`src/rtl/bitorder.sv`:
```
// Dibit re-orderer for the RMII receive path: collects LSB-first dibits into bytes and
// re-emits each byte MSB-dibit first. Define BITORDER_BYTECOUNT_EN to add the byte_count output.
module bitorder (
    input  logic       clk,
    input  logic       rst,
    input  logic       axiiv,
    input  logic [1:0] axiid,
    output logic       axiov,
    output logic [1:0] axiod
`ifdef BITORDER_BYTECOUNT_EN
    ,
    output logic [15:0] byte_count
`endif
);

    logic [1:0] in_cnt;
    logic [7:0] collect;
    logic [7:0] buffer;
    logic [1:0] out_cnt;
    logic       out_active;
    logic       byte_done;

    // The 4th valid dibit completes the byte on the same edge it is accepted.
    assign byte_done = axiiv && (in_cnt == 2'd3);

    always_ff @(posedge clk) begin
        if (rst) begin
            in_cnt     <= 2'd0;
            collect    <= 8'd0;
            buffer     <= 8'd0;
            out_cnt    <= 2'd0;
            out_active <= 1'b0;
            axiov      <= 1'b0;
            axiod      <= 2'b00;
        end else begin
            // NOTE: non-blocking assignments let every branch below see the pre-edge values,
            // so the output stage reads the old buffer while a new byte is being loaded into it.
            if (axiiv) begin
                collect[{in_cnt, 1'b0} +: 2] <= axiid;
                in_cnt                       <= in_cnt + 2'd1;
            end

            if (byte_done) begin
                buffer <= {axiid, collect[5:0]};
            end

            if (out_active) begin
                axiov   <= 1'b1;
                axiod   <= buffer[{~out_cnt, 1'b0} +: 2];
                out_cnt <= out_cnt + 2'd1;
                if (out_cnt == 2'd3) begin
                    out_active <= 1'b0;
                end
            end else begin
                axiov <= 1'b0;
                axiod <= 2'b00;
            end

            // A byte completing on the last output edge restarts emission with no gap.
            if (byte_done) begin
                out_cnt    <= 2'd0;
                out_active <= 1'b1;
            end
        end
    end

`ifdef BITORDER_BYTECOUNT_EN
    always_ff @(posedge clk) begin
        if (rst) begin
            byte_count <= 16'd0;
        end else if (byte_done) begin
            byte_count <= byte_count + 16'd1;
        end
    end
`endif

endmodule

```
`config.mk`:
```
export PLATFORM = sky130hd
export DESIGN_NAME = bitorder
export DESIGN_NICKNAME = d
export VERILOG_FILES = /design/src/rtl/bitorder.sv
export SDC_FILE = /design/constraint.sdc
export NUM_CORES = 1
export LEC_CHECK = 0
export CAP_MARGIN = 20
export CORE_MARGIN = 4
export CORE_UTILIZATION = 55
export CTS_BUF_LIST = sky130_fd_sc_hd__clkbuf_2
export DETAILED_ROUTE_END_ITERATION = 6
export GPL_TIMING_DRIVEN = 0
export PLACE_DENSITY = 0.76
export SYNTH_ARGS = -nofsm -noshare
export SYNTH_HDL_FRONTEND = slang
export SYNTH_SLANG_ARGS = --single-unit
```
`constraint.sdc`:
```
create_clock -name clk -period 2.9 [get_ports clk]
set_clock_uncertainty 0.1 [all_clocks]
set_input_delay 0.435 -clock clk [delete_from_list [all_inputs] [get_ports clk]]
set_output_delay 0.435 -clock clk [all_outputs]
set_load 0.02 [all_outputs]
```
* After elaboration in Yosys (flattened, before gate mapping)
Index checks and enable logic that the tools add are counted.
** Cells by class
- Eq/ne operators :: 2
- Muxes and demuxes :: 5
- Bitwise gates (word level) :: 2
- Reduce and logical (&&, ||, !) cells :: 3
- Add/sub/neg operators :: 3
- Shift operators :: 3
** Operators by type and width (count)
- bitwise mux 8 bit :: 1
- variable shift 2 x 5 -> 8 bit, first input constant :: 1
- variable part select 2 x 5 -> 8 bit :: 1
- variable part select 8 x 4 -> 2 bit :: 1
- negator 3 -> 5 bit :: 1
- adder 2 x 1 -> 2 bit, second input constant :: 2
- equality test 2 bit, second input constant :: 2
- two-way mux 1 bit :: 4
- OR reduction 2 bit :: 2
- inverter 2 bit :: 1
- logical AND 1 bit :: 1
- inverter 1 bit :: 1
** Word-level totals
- Flip-flop bits (word level) :: 24
- Word-level logic and storage cells :: 25

* Depth between registers and ports, before layout
- Depth after elaboration :: 4
- Depth in mapped cells :: 5
- Depth with buffers taken out :: 4

* Worst setup path before layout
No wires, ideal clock.
- Path type :: reg-to-reg
- From :: register in_cnt[0]
- To :: register collect[4]
- Path slack :: 1258 ps
- Path buffers :: 0
- Library setup time :: 92 ps
- Arrival time :: 1450 ps
- Period minus slack after synthesis :: 1642 ps
- Cell stages (with the launch flop) :: 5
- Path through :: dfxtp_1 > inv_1 > ha_1 > or3b_4 > o32ai_1
** Between the ends
- Longest elaborated chain between the ends :: 3
** Ends and longest elaborated chain
- start: declaration :: RTL line 16 : logic [1:0] in_cnt;
- start signal: assignment :: RTL line 40 : in_cnt <= in_cnt + 2'd1;
- negator 3 -> 5 bit (*) :: RTL line 39 : collect[{in_cnt, 1'b0} +: 2] <= axiid;
- variable part select 2 x 5 -> 8 bit or variable shift 2 x 5 -> 8 bit (tied branches) :: RTL line 39
- bitwise mux 8 bit (*) :: RTL line 39
- end signal: indexed assignment :: RTL line 39
- end: declaration :: RTL line 17 : logic [7:0] collect;
Every way passes the cells marked *; elsewhere a longest branch is shown, timed or not.
A chain may end at the register's enable or synchronous reset.

* Final worst setup path
Ends and elaborated chain as after synthesis.

==> summary.md <==
| Metric | Value |
|---|---|
| Filler cell count | 166 |
| Net count after synthesis | 106 |
| Register area | 440 µm² |
| # clock sinks | 22 |
| CTS tree | built |
| Status | finished clean |
| Vias | 765 |
| Non-Filler Instances | 130 |
| P per Cell Area | 515 nW/µm² |
| Initial antenna violation count | 0 |
| Global-route wire length before repair | 3460 µm |
| Clock slew at reported path FFs | 0.20 ns |
| Multi-input gate area | 526 µm² |
| Starting Density | 58.3% |
| Slew headroom | 68.7% |
| Gate Count Post-Synth | 95 |
| CTS Root Buffer Type | clkbuf_2 |
| Final Critical Period | 1.84 ns |
| Dominant cells by area after synthesis | dfxtp_1, a21bo_2, ha_1 |
| WL per Instance | 15.0 µm |
| DRC errors left | 0 |
| Crit path max fanout | 9 |
| Worst skew pair latency | 0.34 ns |
| Core Area | 1730 µm² |
| Total Wirelength | 1950 µm |
| Input/output buffers | 6 |
| Largest net degree at the start of global routing | 14 |
| Crit path arrival time | 2.01 ns |
| Via/cell ratio | 5.88 |
| Max Cap Viol | 0 |
| Sequential share of the synthesized area | 43.7% |
| Critical Path Sink Type | flip-flop |
| Syn avg cell area | 10.6 µm² |
| Final hold violations | 0 |
| Cell Rows | 15 |
| Crit-path slowest cell | dfxtp_1 |
| Final setup violation count | 0 |
| Final-stage net count | 117 |
| Post-synth top area share | 43.7% |
| Worst setup SP type | flip-flop |
| Routability congestion estimate | 0.781 |
| Final Core Density | 66.2% |
| Vias in the first global route | 742 |
| Final HPWL DP | 1450 µm |
| 1st-iter DRT viols | 22 |
| Total gr overflow | 0 |
| Synth warn | 0 |
| Initial DRT Pass Iterations | 4 |
| Inserted Clock Buffers | 3 |
| ANT cells | 0 |
| Die H | 50.8 µm |
| Die width | 50.8 µm |
| Mapped Area | 1010 µm² |
| Worst vdd ir | 358 µV |
| Total power | 589 µW |
| Share of layout cells above drive strength 1 | 19.0% |
| CTS Hold Bufs | 0 |
| Cts repair resizes | 0 |
| Maximum operating frequency | 0.542 GHz |
| Max Transition Viols Final | 0 |
| Boundary pin count | 8 |
| Worst Setup Path Type | flip-flop to flip-flop |
| Leading area contributor after synthesis | dfxtp_1 |
| Die ar. | 2580 µm² |
| Library cells used by synthesis | 24 |
| Area Growth Syn to Fin | 13.5% |
| CP Cell Sequence | inv_1, ha_1, or3b_4, o32ai_1 |
| Worst hold path type | input port to flip-flop |
| Worst slew pin tran | 0.470 ns |
| Final ANT Viol Nets | 0 |
| RSZ-0062 raised after global routing | false |
| CP Data Required Time | 3.07 ns |
| # Post-CTS Setup Buffers | 0 |
| Yosys reg bits | 22 |
| Crit share post-route | 63.6% |
| GRT Overall Usage | 18.2% |
| Leakage | 0.000428 µW |
| H-tree depth | 1 |
| Dpl cells | 126 |
| Setup TNS | 0 ns |
| Clock Tree Buf Depth | 2 |
| CP peak stage delay | 0.55 ns |
-- cell usage after synthesis, drive strengths merged --
cell and n:
dfxtp 22, a21oi 11, a21bo 8, nand3 8
buf 7, ha 6, and2 3, nand2b 3
a211oi 2, a32o 2, inv 2, mux2i 2
mux4 2, nand4 2, nand4b 2, nor2 2
nor2b 2, o2bb2ai 2, o32ai 2, xnor2 2
and4bb 1, nand2 1, or3b 1
-- power by group --
group	internal, µW	switching [µW]
Clock	119	96.1
Sequential	309	7.03
Combinational	25.6	32.6
Total	453	136
-- per-stage QoR --
stage	area [µm²]	setup slack, ns	hold WS (ns)
after CTS	1140	1.05	0.336
after global routing	1140	0.943	0.334
final	1140	1.06	0.337
after detailed placement	1100	1.01	0.363
after floorplan	1010	1.26	0.333
after global placement	1100	1.05	0.350
-- path summary, 6_finish.rpt --
path	startpoint	endpoint	slack, ns	cells past startpoint
max	in_cnt[0]	collect[4]	1.06	4
min	axiiv	buffer[4]	0.34	3
max reg2reg	in_cnt[0]	collect[4]	1.06	4
min reg2reg	collect[2]	collect[2]	0.39	1
-- worst max-delay path, delay by kind of cell, from the launching register on --
family	cells	cell delay, ns
compound gates	1	0.25
fa+ha+maj	1	0.33
buf+inv	1	0.14
flops	1	0.55
simple gates	1	0.41
-- flip-flops by register name (all words and copies together), names as in the netlist --
name	flops
out_cnt	2
axiov	1
out_active	1
axiod	2
buffer	8
in_cnt	2
collect	6
-- layer usage --
| layer | up-vias | GRT usage, % | wire, µm |
|---|---|---|---|
| met5 | - | 0 | 0 |
| met4 | 0 | 6.73 | 36 |
| met3 | 5 | 3.56 | 63 |
| met2 | 15 | 32.0 | 1020 |
| met1 | 376 | 21.7 | 835 |
| li1 | 369 | - | - |
-- layout make-up --
| cell class | count | share of cell area, % |
|---|---|---|
| sequential | 22 | 38.5 |
| clock buffer | 3 | 1.31 |
| buffer | 7 | 2.95 |
| timing repair buffer | 6 | 5.25 |
| inverter | 2 | 0.656 |
| tap | 25 | 2.74 |
| clock inverter | 1 | 2.63 |
| multi-input combinational | 64 | 46.0 |
-- kinds of logic after synthesis --
kind of cell             after synthesis  synth area share (%)
AO/OA/AOI/OAI                         27                  20.4
XOR/XNOR                               2                  1.74
adder cells (fa/ha/maj)                6                  7.45
buffers and inverters                  9                  4.10
flip-flops                            22                  43.7
multiplexers                           4                  7.21
AND/OR/NAND/NOR                       25                  15.4
-- cells in the final DEF, fill, tap and decap left out, types with 2 or more instances in the layout --
cell type,netlist,final
clkdlybuf4s50_1,0,6
buf_2,6,6
o2bb2ai_1,2,2
mux2i_1,2,2
dfxtp_1,22,22
o32ai_1,2,2
nor2_1,2,2
nand3_1,8,8
inv_1,2,2
xnor2_1,2,2
nor2b_1,2,2
nand4b_1,2,2
a21bo_2,8,8
mux4_1,2,2
nand2b_1,3,3
clkbuf_2,0,3
a32o_1,2,2
a211oi_1,2,2
nand4_1,2,2
ha_1,6,6
a21oi_1,11,11
and2_1,3,3
(Power assumes the default switching activity.)
